## src/rtl/fetch_pkg.sv

```systemverilog
// Shared widths, the NOP encoding and the fetch-queue entry layout for the fetch stage.
package fetch_pkg;

    localparam int DEF_DATA_W = 32;
    localparam int DEF_ADDR_W = 32;

    localparam logic [DEF_DATA_W-1:0] INSTR_NOP = 32'h0;

    typedef struct packed {
        logic [DEF_ADDR_W-1:0] pc;
        logic [DEF_DATA_W-1:0] instr;
    } fetchEntry_t;

endpackage

```

## src/rtl/fetch_queue_unit_fifo.sv

```systemverilog
// Synchronous FIFO holding fetched {pc, instr} entries; flush empties it and overrides push/pop.
module fetch_fifo #(
    parameter int DEPTH = 4,
    parameter int WIDTH = 64,
    localparam int CNT_W = $clog2(DEPTH + 1)
) (
    input  logic             clk,
    input  logic             rst,
    input  logic             push,
    input  logic             pop,
    input  logic             flush,
    input  logic [WIDTH-1:0] pushData,
    output logic             full,
    output logic             empty,
    output logic [CNT_W-1:0] count,
    output logic [WIDTH-1:0] head
);

    localparam int PTR_W = $clog2(DEPTH);

    logic [WIDTH-1:0] mem [DEPTH];
    logic [PTR_W-1:0] rdPtr;
    logic [PTR_W-1:0] wrPtr;
    logic             doPush;
    logic             doPop;

    assign doPush = push && !full && !flush;
    assign doPop  = pop && !empty && !flush;

    always_ff @(posedge clk or posedge rst) begin
        if (rst) begin
            rdPtr <= '0;
            wrPtr <= '0;
            count <= '0;
        end else if (flush) begin
            rdPtr <= '0;
            wrPtr <= '0;
            count <= '0;
        end else begin
            if (doPush) wrPtr <= wrPtr + 1'b1;
            if (doPop)  rdPtr <= rdPtr + 1'b1;
            case ({doPush, doPop})
                2'b10:   count <= count + 1'b1;
                2'b01:   count <= count - 1'b1;
                default: ;
            endcase
        end
    end

    // Storage needs no reset: head is only meaningful while the FIFO is non-empty.
    always_ff @(posedge clk) begin
        if (doPush) mem[wrPtr] <= pushData;
    end

    assign full  = (count == CNT_W'(DEPTH));
    assign empty = (count == '0);
    assign head  = mem[rdPtr];

endmodule

```

## src/rtl/fetch_queue_unit.sv

```systemverilog
// Decoupled instruction fetch: issues sequential PCs to a latency-tolerant imem and queues
// returned instructions with their PCs; redirects flush the queue and drop in-flight responses.
module fetch_queue_unit
    import fetch_pkg::*;
#(
    parameter int                DATA_W   = DEF_DATA_W,
    parameter int                ADDR_W   = DEF_ADDR_W,
    parameter int                DEPTH    = 4,
    parameter logic [ADDR_W-1:0] RESET_PC = ADDR_W'(32'h0000_0000)
) (
    input  logic              clk,
    input  logic              rst,
    input  logic              StallF,
    input  logic              Jump,
    input  logic              PCSrcD,
    input  logic [ADDR_W-1:0] PCJumpD,
    input  logic [ADDR_W-1:0] PCBranchD,
    output logic              imem_req_valid,
    input  logic              imem_req_ready,
    output logic [ADDR_W-1:0] imem_req_addr,
    input  logic              imem_rsp_valid,
    input  logic [DATA_W-1:0] imem_rsp_data,
    output logic              InstrValidF,
    output logic [DATA_W-1:0] InstrF,
    output logic [ADDR_W-1:0] PCF,
    output logic [ADDR_W-1:0] PCPlus4F
);

    localparam int                CNT_W   = $clog2(DEPTH + 1);
    localparam int                ENT_W   = ADDR_W + DATA_W;
    localparam logic [ADDR_W-1:0] PC_STEP = ADDR_W'(DATA_W / 8);

    logic [ADDR_W-1:0] fetchPc;
    logic [ADDR_W-1:0] rspPc;
    logic [ADDR_W-1:0] redirTarget;
    logic [CNT_W-1:0]  outstanding;
    logic [CNT_W-1:0]  outstandingNext;
    logic [CNT_W-1:0]  dropCnt;
    logic [CNT_W-1:0]  qCount;
    logic [CNT_W:0]    credit;
    logic              redir;
    logic              reqFire;
    logic              rspSeen;
    logic              rspDrop;
    logic              qPush;
    logic              qPop;
    logic              qFull;
    logic              qEmpty;
    logic [ENT_W-1:0]  qHead;

    assign redir       = Jump | PCSrcD;
    assign redirTarget = Jump ? PCJumpD : PCBranchD;

    // Stale responses still hold a credit until they return, so they are subtracted out.
    assign credit = {1'b0, qCount} + {1'b0, outstanding} - {1'b0, dropCnt};

    assign imem_req_valid = !rst && !redir && (credit < (CNT_W + 1)'(DEPTH));
    assign imem_req_addr  = fetchPc;
    assign reqFire        = imem_req_valid && imem_req_ready;

    assign rspSeen = imem_rsp_valid && (outstanding != '0);
    assign rspDrop = rspSeen && (dropCnt != '0);
    assign qPush   = rspSeen && (dropCnt == '0) && !redir;
    assign qPop    = InstrValidF && !StallF && !redir;

    always_comb begin
        outstandingNext = outstanding;
        case ({reqFire, rspSeen})
            2'b10:   outstandingNext = outstanding + 1'b1;
            2'b01:   outstandingNext = outstanding - 1'b1;
            default: ;
        endcase
    end

    always_ff @(posedge clk or posedge rst) begin
        if (rst) begin
            fetchPc     <= RESET_PC;
            rspPc       <= RESET_PC;
            outstanding <= '0;
            dropCnt     <= '0;
        end else begin
            outstanding <= outstandingNext;
            if (redir) begin
                fetchPc <= redirTarget;
                rspPc   <= redirTarget;
                dropCnt <= outstandingNext;
            end else begin
                if (reqFire) fetchPc <= fetchPc + PC_STEP;
                if (qPush)   rspPc   <= rspPc + PC_STEP;
                if (rspDrop) dropCnt <= dropCnt - 1'b1;
            end
        end
    end

    fetch_fifo #(
        .DEPTH (DEPTH),
        .WIDTH (ENT_W)
    ) u_fifo (
        .clk      (clk),
        .rst      (rst),
        .push     (qPush),
        .pop      (qPop),
        .flush    (redir),
        .pushData ({rspPc, imem_rsp_data}),
        .full     (qFull),
        .empty    (qEmpty),
        .count    (qCount),
        .head     (qHead)
    );

    noPushWhenFull : assert property (@(posedge clk) disable iff (rst) !(qPush && qFull));

    assign InstrValidF = !qEmpty;
    assign InstrF      = InstrValidF ? qHead[DATA_W-1:0] : DATA_W'(INSTR_NOP);
    assign PCF         = InstrValidF ? qHead[ENT_W-1:DATA_W] : '0;
    assign PCPlus4F    = PCF + PC_STEP;

endmodule

```

## config.mk

```make
export PLATFORM = sky130hd
export DESIGN_NAME = fetch_queue_unit
export DESIGN_NICKNAME = d
export VERILOG_FILES = /design/src/rtl/fetch_pkg.sv /design/src/rtl/fetch_queue_unit_fifo.sv /design/src/rtl/fetch_queue_unit.sv
export SDC_FILE = /design/constraint.sdc
export NUM_CORES = 1
export LEC_CHECK = 0
export ABC_AREA = 1
export BUFFER_PORTS_ARGS = -buffer_cell sky130_fd_sc_hd__buf_4
export CORE_AREA = 4 4 134 232
export DETAILED_ROUTE_END_ITERATION = 6
export DIE_AREA = 0 0 138 236
export HOLD_SLACK_MARGIN = 0.08
export PLACE_DENSITY_LB_ADDON = 0.25
export SYNTH_ARGS = -nofsm -noshare
export SYNTH_HDL_FRONTEND = slang
export SYNTH_HIERARCHICAL = 1
export SYNTH_SLANG_ARGS = --single-unit
```

## constraint.sdc

```tcl
create_clock -name clk -period 5.1 [get_ports clk]
set_clock_uncertainty 0.2 [all_clocks]
set_input_delay 1.02 -clock clk [delete_from_list [all_inputs] [get_ports clk]]
set_output_delay 1.02 -clock clk [all_outputs]
set_load 0.01 [all_outputs]
```

==> results of run 1 <==
-- critical path, delay by kind of cell, from the launching register on --
kind / cells / cell delay (ns)
AOI/OAI and AO/OA: 1 / 0.30
DFF: 1 / 0.67
adders and majority gates: 1 / 0.23
buffers and inverters: 3 / 0.59
and+or+nand+nor: 5 / 1.05
xor gates and xnor gates: 1 / 0.17
-- registers in the layout (all words and copies together), names as in the netlist --
register       flops
dropCnt            3
imem_req_addr     31
outstanding        3
rspPc             31
u_fifo/count       3
u_fifo/mem       256
u_fifo/rdPtr       2
u_fifo/wrPtr       2
-- report_power, final --
group / switching, mW / internal, mW / leakage [nW]
Sequential: 0.189 / 3.06 / 3.21
Combinational: 0.625 / 0.422 / 4.55
Clock: 0.936 / 1.20 / 0.438
-- layout make-up --
class                      instances  area [um2]  area share
clock inverter                    12       120.1    0.006115
inverter                         168       633.1     0.03223
clock buffer                      40       807.0     0.04108
timing repair buffer             252        1962     0.09987
sequential                       331        9569      0.4871
multi-input combinational       1280        6075      0.3092
tap                              382       478.0     0.02433
-- worst max path at each step --
stage / start / to / slack, ns
5_1_grt: u_fifo/rdPtr[0] / PCPlus4F[24] / 0.04
3_3_place_gp: u_fifo/rdPtr[0] / PCPlus4F[24] / 0.93
6_report: u_fifo/rdPtr[0] / PCPlus4F[24] / 0.31
4_1_cts: u_fifo/rdPtr[0] / PCPlus4F[24] / 0.20
2_1_floorplan: Jump / u_fifo/mem[0][0] / -0.17
3_5_place_dp: u_fifo/rdPtr[0] / PCPlus4F[24] / 0.78
-- per-layer routing --
metal,GRT usage,wire length [um],up-vias
li1,-,-,6599
met1,0.3037,16230,6424
met2,0.4681,22330,573
met3,0.03083,2623,110
met4,0.1061,1775,0
met5,0,0,-
-- cell usage in the layout, fill, tap and decap left out, types with 5 or more instances in the layout --
cell type  instances
ha_1              13
buf_12             5
clkbuf_1           7
a21oi_1           19
nand3_1          112
dfrtp_1           73
nand2_1          396
nor2_2            15
buf_4            245
inv_2             10
nor3_2             5
nor3_1             6
nand2_2            8
o21ai_0          156
xor2_1            21
edfxtp_1         256
clkbuf_16         29
nor2_4            14
o21ai_1           46
clkinv_1           5
nand4_1           12
nor2_1           350
inv_1            155
xnor2_1            7
o22ai_1           64
-- timing repair --
item | 4_1_cts | 5_1_grt
endpoints found under the setup margin | 0 | 3
gates resized for setup | 0 | 2
buffers inserted | 0 | 0
hold buffers | 0 | 0
==> summary.md, run 1 <==
| Metric | Value |
|---|---|
| Outcome | finished, final reports clean |
| Die X | 138 um |
| Post-route cell area | ~20,000 um2 |
| CTS Buf Count | 28 |
| Final TNS setup | 0 ns |
| Reg clk slew, reported paths | approximately 0.070 ns |
| Reg2Reg Depth | 17 |
| RSZ-0062 raised after global routing | false |
| Post-synthesis cell count | approximately 1.9k |
| Clk sinks | between 300 and 400 |
| H-tree depth | 1 |
| CORE AREA | 29,290 um2 |
| Peak Freq | about 210 MHz |
| Slowest CP cell | dfrtp_4 |
| WP data arrival | around 3.6 ns |
| Final Max Tran Viols | 0 |
| # IOs | ~230 |
| Antenna fix cells | 0 |
| Peak VDD IR | 0.2289 mV |
| CP cell instances | buf_6 > nor2_1 > o22ai_1 > nand2_1 > inv_1 > ha_1 > nand3_1 > nor2_1 > nand4_1 > xnor2_1 > buf_4 |
| Slew HR | 0.4094 |
| Pwr dens | roughly 330 nW/um2 |
| Final core occ | 0.6708 |
| Share of cells above drive strength 1 | 0.1728 |
| Final nets | 2,181 |
| Dpl ws | ~0.78 ns |
| Die area | around 33,000 um2 |
| CTS tree | built |
| DRC viols | 0 |
| Min Hold Slack | about 0.23 ns |
| Largest net degree at the start of global routing | 86 |
| Synthesized area per cell | approximately 9.0 um2 |
| Root Buffer | clkbuf_16 |
| Post-route setup slack | between 0.3 and 0.4 ns |
| Placed inst area | between 15,000 and 20,000 um2 |
| Critical Path Max Stage Delay | 0.67 ns |
| Syn Nets | 1,983 |
| Reg2Reg Capture Point | dropCnt[2] |
| First DRT Iteration DRCs | roughly 860 |
| # fillers | 2,345 |
| Clk Latency, worst-skew pair | about 0.55 ns |
| CP max FO | 41 |
| Die Span Y | about 240 um |
| CP dominant cell by count | nor2_1 |
| Mapped cell area | around 17,000 um2 |
| Via-to-Cell Ratio | between 5 and 6 |
| Drt first pass iters | 6 |
| Total wire length | 42.97 mm |
| Gpl congestion | 0.9439 |
| Max-Cap Viols | 0 |
| Setup CP Type | flip-flop to output pin |
| DP HPWL | 30.27 mm |
| Required time worst endpoint | approximately 3.9 ns |
| Worst min-delay path category | primary input to async pin |
| Initial Utilization | 0.5709 |
| R2R setup slack | about 1.3 ns |
| Initial antenna violation count | 0 |
| Reg2reg start | dropCnt[2] |
| Period utilization | 0.9387 |
| Pleak | ~8.2 nW |
| Finished Layout Cells | 2,465 |
| Fin crit period | 4.788 ns |
| Critical Path Start Type | flip-flop |
| Vias in the first global route | 13.56k |
| Setup Viol. Count Final | 0 |
| Site Rows | 83 |
| Dpl cells | roughly 2.4k |
| Routed wire per std cell | around 17 um |
| GR Overflow Total | 0 |
| Synth-to-Final Area Change | 17.49% |
| Overall power | approximately 6.4 mW |
| Worst slew pin tran | 0.8849 ns |
| PortBufs | roughly 230 |
| Hold Vio Cnt, Final | 0 |
| Via count | 13.71k |
| Synth warn | 6 |
| First-pass GRT wire length | 68.44 mm |
| Gr usage total | 0.2560 |
| DRT antenna net count | 0 |
| Worst-case clock buffer depth | 3 |
| Critical Path Sink Type | output pin |
Note: power is estimated with default switching activity, not from simulation.
==> run 2: changes to the inputs <==
--- a/config.mk
+++ b/config.mk
@@ -10,8 +10,10 @@
 export CORE_AREA = 4 4 134 232
 export DETAILED_ROUTE_END_ITERATION = 6
 export DIE_AREA = 0 0 138 236
+export GPL_TIMING_DRIVEN = 0
 export HOLD_SLACK_MARGIN = 0.08
 export PLACE_DENSITY_LB_ADDON = 0.25
+export SLEW_MARGIN = 20
 export SYNTH_ARGS = -nofsm -noshare
 export SYNTH_HDL_FRONTEND = slang
 export SYNTH_HIERARCHICAL = 1
==> constraint.sdc (replaced) <==
create_clock -name clk -period 5.1 [get_ports clk]
set_clock_uncertainty 0.2 [all_clocks]
set_input_delay 0.765 -clock clk [delete_from_list [all_inputs] [get_ports clk]]
set_output_delay 0.765 -clock clk [all_outputs]
set_load 0.01 [all_outputs]
==> run 2 against run 1 <==
  * Via count grew 3.0%
  * Sequential share of layout area shrank 1.2 points
  * Utilization grew 1.6 points
  * Wire length grew 12%
  * Sequential power is essentially flat
  * Flip-flop and latch count is the same
  * Maximum frequency shrank 5.6%
  * Register-to-register slack is essentially flat
  * Clock power shrank 5%
  * Non-clock buffer count grew 75
  * Combinational power grew 5%
  * Largest cell class unchanged
  * Largest power group unchanged
==> summary.md, run 2 (synthesized netlist as in run 1, its figures left out) <==
| Metric | Value |
|---|---|
| CP cell instances | buf_2 > clkbuf_1 > o21ai_0 > o22ai_2 > nand2_1 > inv_1 > ha_1 > nand3_1 > nor2_2 > nand4_1 > xnor2_1 > buf_4 |
| Largest net degree at the start of global routing | 53 |
| Gpl congestion | ~0.94 |
| Sequential share of power | 0.509 |
| Net Sw Frac | 0.2773 |
| Area of the multi-input gates | roughly 6000 um2 |
| Die X | approximately 140 um |
| Most frequent cells in the layout | nand2_1 (396), nor2_1 (349), edfxtp_1 (256), buf_4 (251), inv_1 (157) |
| Worst slew pin tran | between 0.8 and 0.9 ns |
| Postcts setup bufs | 0 |
| PortBufs | 231 |
| Worst-case clock buffer depth | 3 |
| Final Max Tran Viols | 0 |
| Storage cell area | about 9600 um2 |
| Setup Viol. Count Final | 0 |
| First DRT Iteration DRCs | 1,052 |
| Die area | approximately 33,000 um2 |
| Initial Utilization | 0.5709 |
| Peak VDD IR | about 0.27 mV |
| WP data arrival | a little over 4 ns |
| Post-route cell area | roughly 20,000 um2 |
| Period utilization | 0.9945 |
| Gr usage total | 0.2846 |
| Antenna fix cells | 0 |
| Final nets | about 2.3k |
| CTS Buf Count | 27 |
| DP HPWL | about 36 mm |
| CTS tree | built |
| Reg with most FFs | u_fifo/mem |
| Critical Path Start Type | flip-flop |
| First-pass GRT wire length | around 73 mm |
| CORE AREA | about 30,000 um2 |
| R2R setup slack | between 1 and 1.5 ns |
| H-tree depth | 1 |
| Die Span Y | 236 um |
| Required time worst endpoint | 4.14 ns |
| Synth-to-Final Area Change | 20.32% |
| Met2 wire len | around 25 mm |
| Worst min-delay path category | primary input to flip-flop |
| GR Overflow Total | 0 |
| DRT antenna net count | 0 |
| Final TNS setup | 0 ns |
| Fin crit period | about 5.1 ns |
| Met3 WL post-DR | 3.097 mm |
| DR top layer | met4 |
| Vias in the first global route | about 14k |
| Drt first pass iters | 7 |
| Pwr dens | ~320 nW/um2 |
| Initial antenna violation count | 0 |
| DRC viols | 0 |
| Slowest CP cell | clkbuf_1 |
| Commonest non-fill, non-tap cell in the layout | nand2_1 |
| Placed inst area | roughly 19,000 um2 |
| Total wire length | approximately 48 mm |
| Reg clk slew, reported paths | ~0.07 ns |
| Pint | about 4.6 mW |
| Worst path bufs/invs | 4 |
| Via count | 14.12k |
| Outcome | finished, final reports clean |
| Via-to-Cell Ratio | roughly 5.6 |
| Max reg flops | 256 |
| Hold Vio Cnt, Final | 0 |
| Largest delay share family, worst path | simple AND/OR/NAND/NOR gates |
| Pleak | 8.427 nW |
| Metal-1 WL | ~17 mm |
| Final core occ | 0.6869 |
| Comb pwr share | 0.172 |
| Net load switching power | 1.766 mW |
| Root Buffer | clkbuf_16 |
| Clk sinks | approximately 330 |
| Setup CP Type | flip-flop to output pin |
| Site Rows | a little over 80 |
| Peak Freq | about 200 MHz |
| Slew HR | 0.4480 |
| Clk Latency, worst-skew pair | 0.56 ns |
| Routed wire per std cell | 18.92 um |
| CP max FO | 10 |
| Critical Path Max Stage Delay | just under 0.4 ns |
| # fillers | between 2k and 2.5k |
| RSZ-0062 raised after global routing | false |
| Critical Path Sink Type | output pin |
| Clock Power Share | 0.319 |
| # IOs | 233 |
| Share of cells above drive strength 1 | 0.1838 |
| Max-Cap Viols | 0 |
-- run 2: cell types whose count changed in the layout (fill, tap and decap cells not counted), moves of 2 or more --
cell and delta:
clkinvlp_4 +2, clkbuf_8 -3, buf_2 +19, buf_4 +6, clkbuf_1 +29, inv_1 +2, buf_1 +7, dfrtp_1 +2
buf_6 +5, clkinv_1 -3, buf_16 +6, clkbuf_16 -2
-- run 2: worst paths after layout --
check / from / endpoint / depth (start not counted)
min reg2reg: rspPc[0] / u_fifo/mem[2][32] / 0
max reg2reg: dropCnt[2] / dropCnt[2] / 17
max: u_fifo/rdPtr[1] / PCPlus4F[24] / 12
min: imem_rsp_data[5] / u_fifo/mem[3][5] / 1
min in group asynchronous: rst / imem_req_addr[17] / 3
max in group asynchronous: rst / rspPc[27] / 4
-- run 2: repair_timing --
item	4_1_cts	5_1_grt
hold endpoints to repair	23	0
hold buffers	1	0
setup endpoints to repair	5	3
gates resized for setup	2	0
gates cloned	0	0
-- run 2: routing by layer --
layer,vias up,GRT usage
met5,-,0
met4,0,0.1687
met3,134,0.03732
met2,624,0.5221
met1,6611,0.3110
li1,6755,-
-- run 2: layout make-up --
| class | count | share of cell area |
|---|---|---|
| clock buffer | 36 | 0.03576 |
| multi-input combinational | 1280 | 0.3024 |
| timing repair buffer | 244 | 0.1009 |
| tap | 382 | 0.02376 |
| clock inverter | 13 | 0.006593 |
| sequential | 331 | 0.4754 |
| inverter | 168 | 0.03153 |
| buffer | 83 | 0.02363 |
-- run 2: worst reg2reg max path, delay by kind of cell, from the launching register on --
family | cells | cell delay [ns]
buffers and inverters | 3 | 0.48
adders and majority gates | 4 | 1.34
and+or+nand+nor | 5 | 0.49
DFF | 1 | 0.41
AOI/OAI and AO/OA | 4 | 0.62
xor gates and xnor gates | 1 | 0.21
-- run 2: power groups by stage --
stage	Combinational [mW]	Clock, mW	Sequential (mW)
floorplan	0.654	0	3.26
global placement	1.06	0	3.29
detailed placement	1.10	0	3.29
CTS	1.10	2.06	3.24
global route	1.22	2.18	3.27
finish	1.10	2.03	3.24
-- run 2: through the flow --
step                hold WS [ns]  power, mW  setup WS, ns  cells
detailed placement        0.3583      4.392        0.2949   2488
finish                    0.2115      6.371       0.02800   2537
floorplan                 0.2827      3.916       0.08136   1863
global placement          0.3410      4.353        -2.448   2476
CTS                       0.1876      6.400       0.02903   2538
global route              0.1911      6.676       0.03036   2537
==> run 3: changes to the inputs <==
--- a/config.mk
+++ b/config.mk
@@ -7,12 +7,12 @@
 export LEC_CHECK = 0
 export ABC_AREA = 1
 export BUFFER_PORTS_ARGS = -buffer_cell sky130_fd_sc_hd__buf_4
-export CORE_AREA = 4 4 134 232
+export CORE_AREA = 4 4 137 238
 export DETAILED_ROUTE_END_ITERATION = 6
-export DIE_AREA = 0 0 138 236
+export DIE_AREA = 0 0 141 242
 export GPL_TIMING_DRIVEN = 0
 export HOLD_SLACK_MARGIN = 0.08
-export PLACE_DENSITY_LB_ADDON = 0.25
+export PLACE_DENSITY = 0.76
 export SLEW_MARGIN = 20
 export SYNTH_ARGS = -nofsm -noshare
 export SYNTH_HDL_FRONTEND = slang
==> run 3 against run 2 <==
  * Sequential power barely moved
  * Worst setup slack improved by 0.12 ns
  * Critical path depth rose by 2
  * Critical path type unchanged
  * Largest power group unchanged
==> summary.md, run 3 (synthesized netlist as in run 1, its figures left out) <==
| Metric | Value |
|---|---|
| Commonest non-fill, non-tap cell in the layout | nand2_1 |
| Total wire length | approximately 50 mm |
| CP max FO | 10 |
| Dpl cells | 2,498 |
| Reg2Reg Depth | 17 |
| Final TNS setup | 0 ns |
| Net Sw Frac | 0.2711 |
| Finished Layout Cells | about 2.6k |
| DRC viols | 0 |
| Critical Path Sink Type | output pin |
| Max-Cap Viols | 0 |
| Die X | approximately 140 um |
| Setup CP Type | flip-flop to output pin |
| Min Hold Slack | 0.2020 ns |
| Gr usage total | 0.2770 |
| First-pass GRT wire length | about 74 mm |
| Most frequent cells in the layout | nand2_1 (396), nor2_1 (349), edfxtp_1 (256), buf_4 (251), inv_1 (157) |
| Outcome | finished, final reports clean |
| # IOs | around 230 |
| Clk Latency, worst-skew pair | around 0.56 ns |
| Via count | about 14k |
| Clock Power Share | 0.354 |
| R2R setup slack | 1.35 ns |
| Worst-case clock buffer depth | 3 |
| Reg with most FFs | u_fifo/mem |
| Largest net degree at the start of global routing | 39 |
| Max reg flops | about 260 |
| Via-to-Cell Ratio | 5.589 |
| Root Buffer | clkbuf_16 |
| Final Max Tran Viols | 0 |
| Gpl congestion | between 0.9 and 1 |
| Share of cells above drive strength 1 | 0.1894 |
| Vias in the first global route | approximately 14k |
| Period utilization | 0.9717 |
| Initial antenna violation count | 0 |
| PortBufs | between 200 and 250 |
| Slew HR | 0.4578 |
| # fillers | roughly 2.5k |
| Peak VDD IR | around 0.24 mV |
| Worst min-delay path category | primary input to flip-flop |
| Clk sinks | 331 |
| Postcts setup bufs | 0 |
| Drt first pass iters | 5 |
| Die Span Y | around 240 um |
| H-tree depth | 1 |
| Hold Vio Cnt, Final | 0 |
| Required time worst endpoint | between 4 and 5 ns |
| Net load switching power | between 1.5 and 2 mW |
| Critical Path Start | u_fifo/rdPtr[0] |
| CTS tree | built |
| CTS Buf Count | 29 |
| Antenna fix cells | 0 |
| Reg2reg start | dropCnt[2] |
| Die area | 34,120 um2 |
| Setup Viol. Count Final | 0 |
| GR Overflow Total | 0 |
| Sequential share of power | 0.482 |
| Hold Path Origin | imem_rsp_data[26] |
| Critical Path Start Type | flip-flop |
| RSZ-0062 raised after global routing | false |
| Reg clk slew, reported paths | about 0.070 ns |
| DRT antenna net count | 0 |
| Final core occ | 0.6643 |
| Pwr dens | ~330 nW/um2 |
| WP data arrival | 3.99 ns |
| Pleak | around 8.6 nW |
| Worst slew pin tran | 0.8133 ns |
| Synth-to-Final Area Change | 21.70% |
| DP HPWL | 37.25 mm |
| Initial Utilization | 0.5459 |
| Reg2Reg Capture Point | dropCnt[2] |
| Final nets | 2,257 |
| Worst setup path endpoint | PCPlus4F[24] |
| Site Rows | 85 |
| First DRT Iteration DRCs | between 900 and 1k |
| CORE AREA | roughly 30,000 um2 |
| Peak Freq | approximately 200 MHz |
| Fin crit period | 4.956 ns |
| Routed wire per std cell | 19.13 um |
| Comb pwr share | 0.164 |
| Pint | slightly below 5 mW |
## run 3: cell count changes in the layout (fill, tap and decap cells not counted), sizes merged
cell,previous run,this run
clkinvlp,5,2
clkinv,6,10
inv,168,172
clkbuf,65,60
buf,297,298
bufinv,2,6
## run 3: cell type report
type / instances / area (um2) / share of cell area
buffer: 82 / 473.0 / 0.02324
clock buffer: 32 / 767.0 / 0.03769
clock inverter: 22 / 287.8 / 0.01414
inverter: 168 / 634.4 / 0.03117
multi-input combinational: 1280 / 6083 / 0.2990
sequential: 331 / 9564 / 0.4700
tap: 391 / 489.2 / 0.02404
timing repair buffer: 245 / 2049 / 0.1007
## run 3: what timing repair did
item                       in CTS  in global routing
resized for setup               2                  1
setup endpoints to repair       5                  3
hold buffers                    1                  0
hold endpoints to repair       37                  0
## run 3: how the worst min path moves through the flow
stage / end / cells after the start / slack [ns]
final: u_fifo/mem[0][26] / 1 / 0.20
after global routing: u_fifo/mem[0][26] / 1 / 0.19
after CTS: u_fifo/mem[1][14] / 1 / 0.18
after global placement: u_fifo/mem[3][32] / 0 / 0.33
after detailed placement: outstanding[1] / 2 / 0.35
after floorplan: outstanding[1] / 2 / 0.28
## run 3: per-layer routing
metal  global-route usage  routed length (um)  part of all wire
met3              0.03219                3124             0.064
met4               0.1597                3178             0.065
met5                    0                   0                 0
met1               0.2993               16730              0.34
met2               0.5130               25770              0.53
## run 3: power groups by stage
| stage | registers (mW) | clock network, mW | logic [mW] |
|---|---|---|---|
| 5_1_grt | 3.27 | 2.54 | 1.22 |
| 2_1_floorplan | 3.26 | 0 | 0.654 |
| 6_report | 3.24 | 2.38 | 1.10 |
| 3_5_place_dp | 3.30 | 0 | 1.10 |
| 3_3_place_gp | 3.29 | 0 | 1.06 |
| 4_1_cts | 3.24 | 2.41 | 1.11 |
## run 3: per-stage QoR
step / worst slack (ns) / area [um2] / total power, mW
2_1_floorplan: 0.08136 / 16720 / 3.916
5_1_grt: 0.01536 / 20350 / 7.023
6_report: 0.1444 / 20350 / 6.730
3_3_place_gp: -2.498 / 18940 / 4.351
3_5_place_dp: 0.3775 / 19280 / 4.397
4_1_cts: 0.02231 / 20350 / 6.759
## run 3: worst max-delay path, stage by stage (launching register included)
cell	delay (ns)
dfrtp_1	0.46
buf_6	0.19
inv_2	0.08
buf_6	0.18
buf_4	0.21
o21ai_1	0.12
o22ai_2	0.25
nand2_1	0.18
inv_1	0.21
ha_1	0.31
nand3_1	0.34
nor2_2	0.33
nand4_1	0.22
xnor2_1	0.18
buf_4	0.14
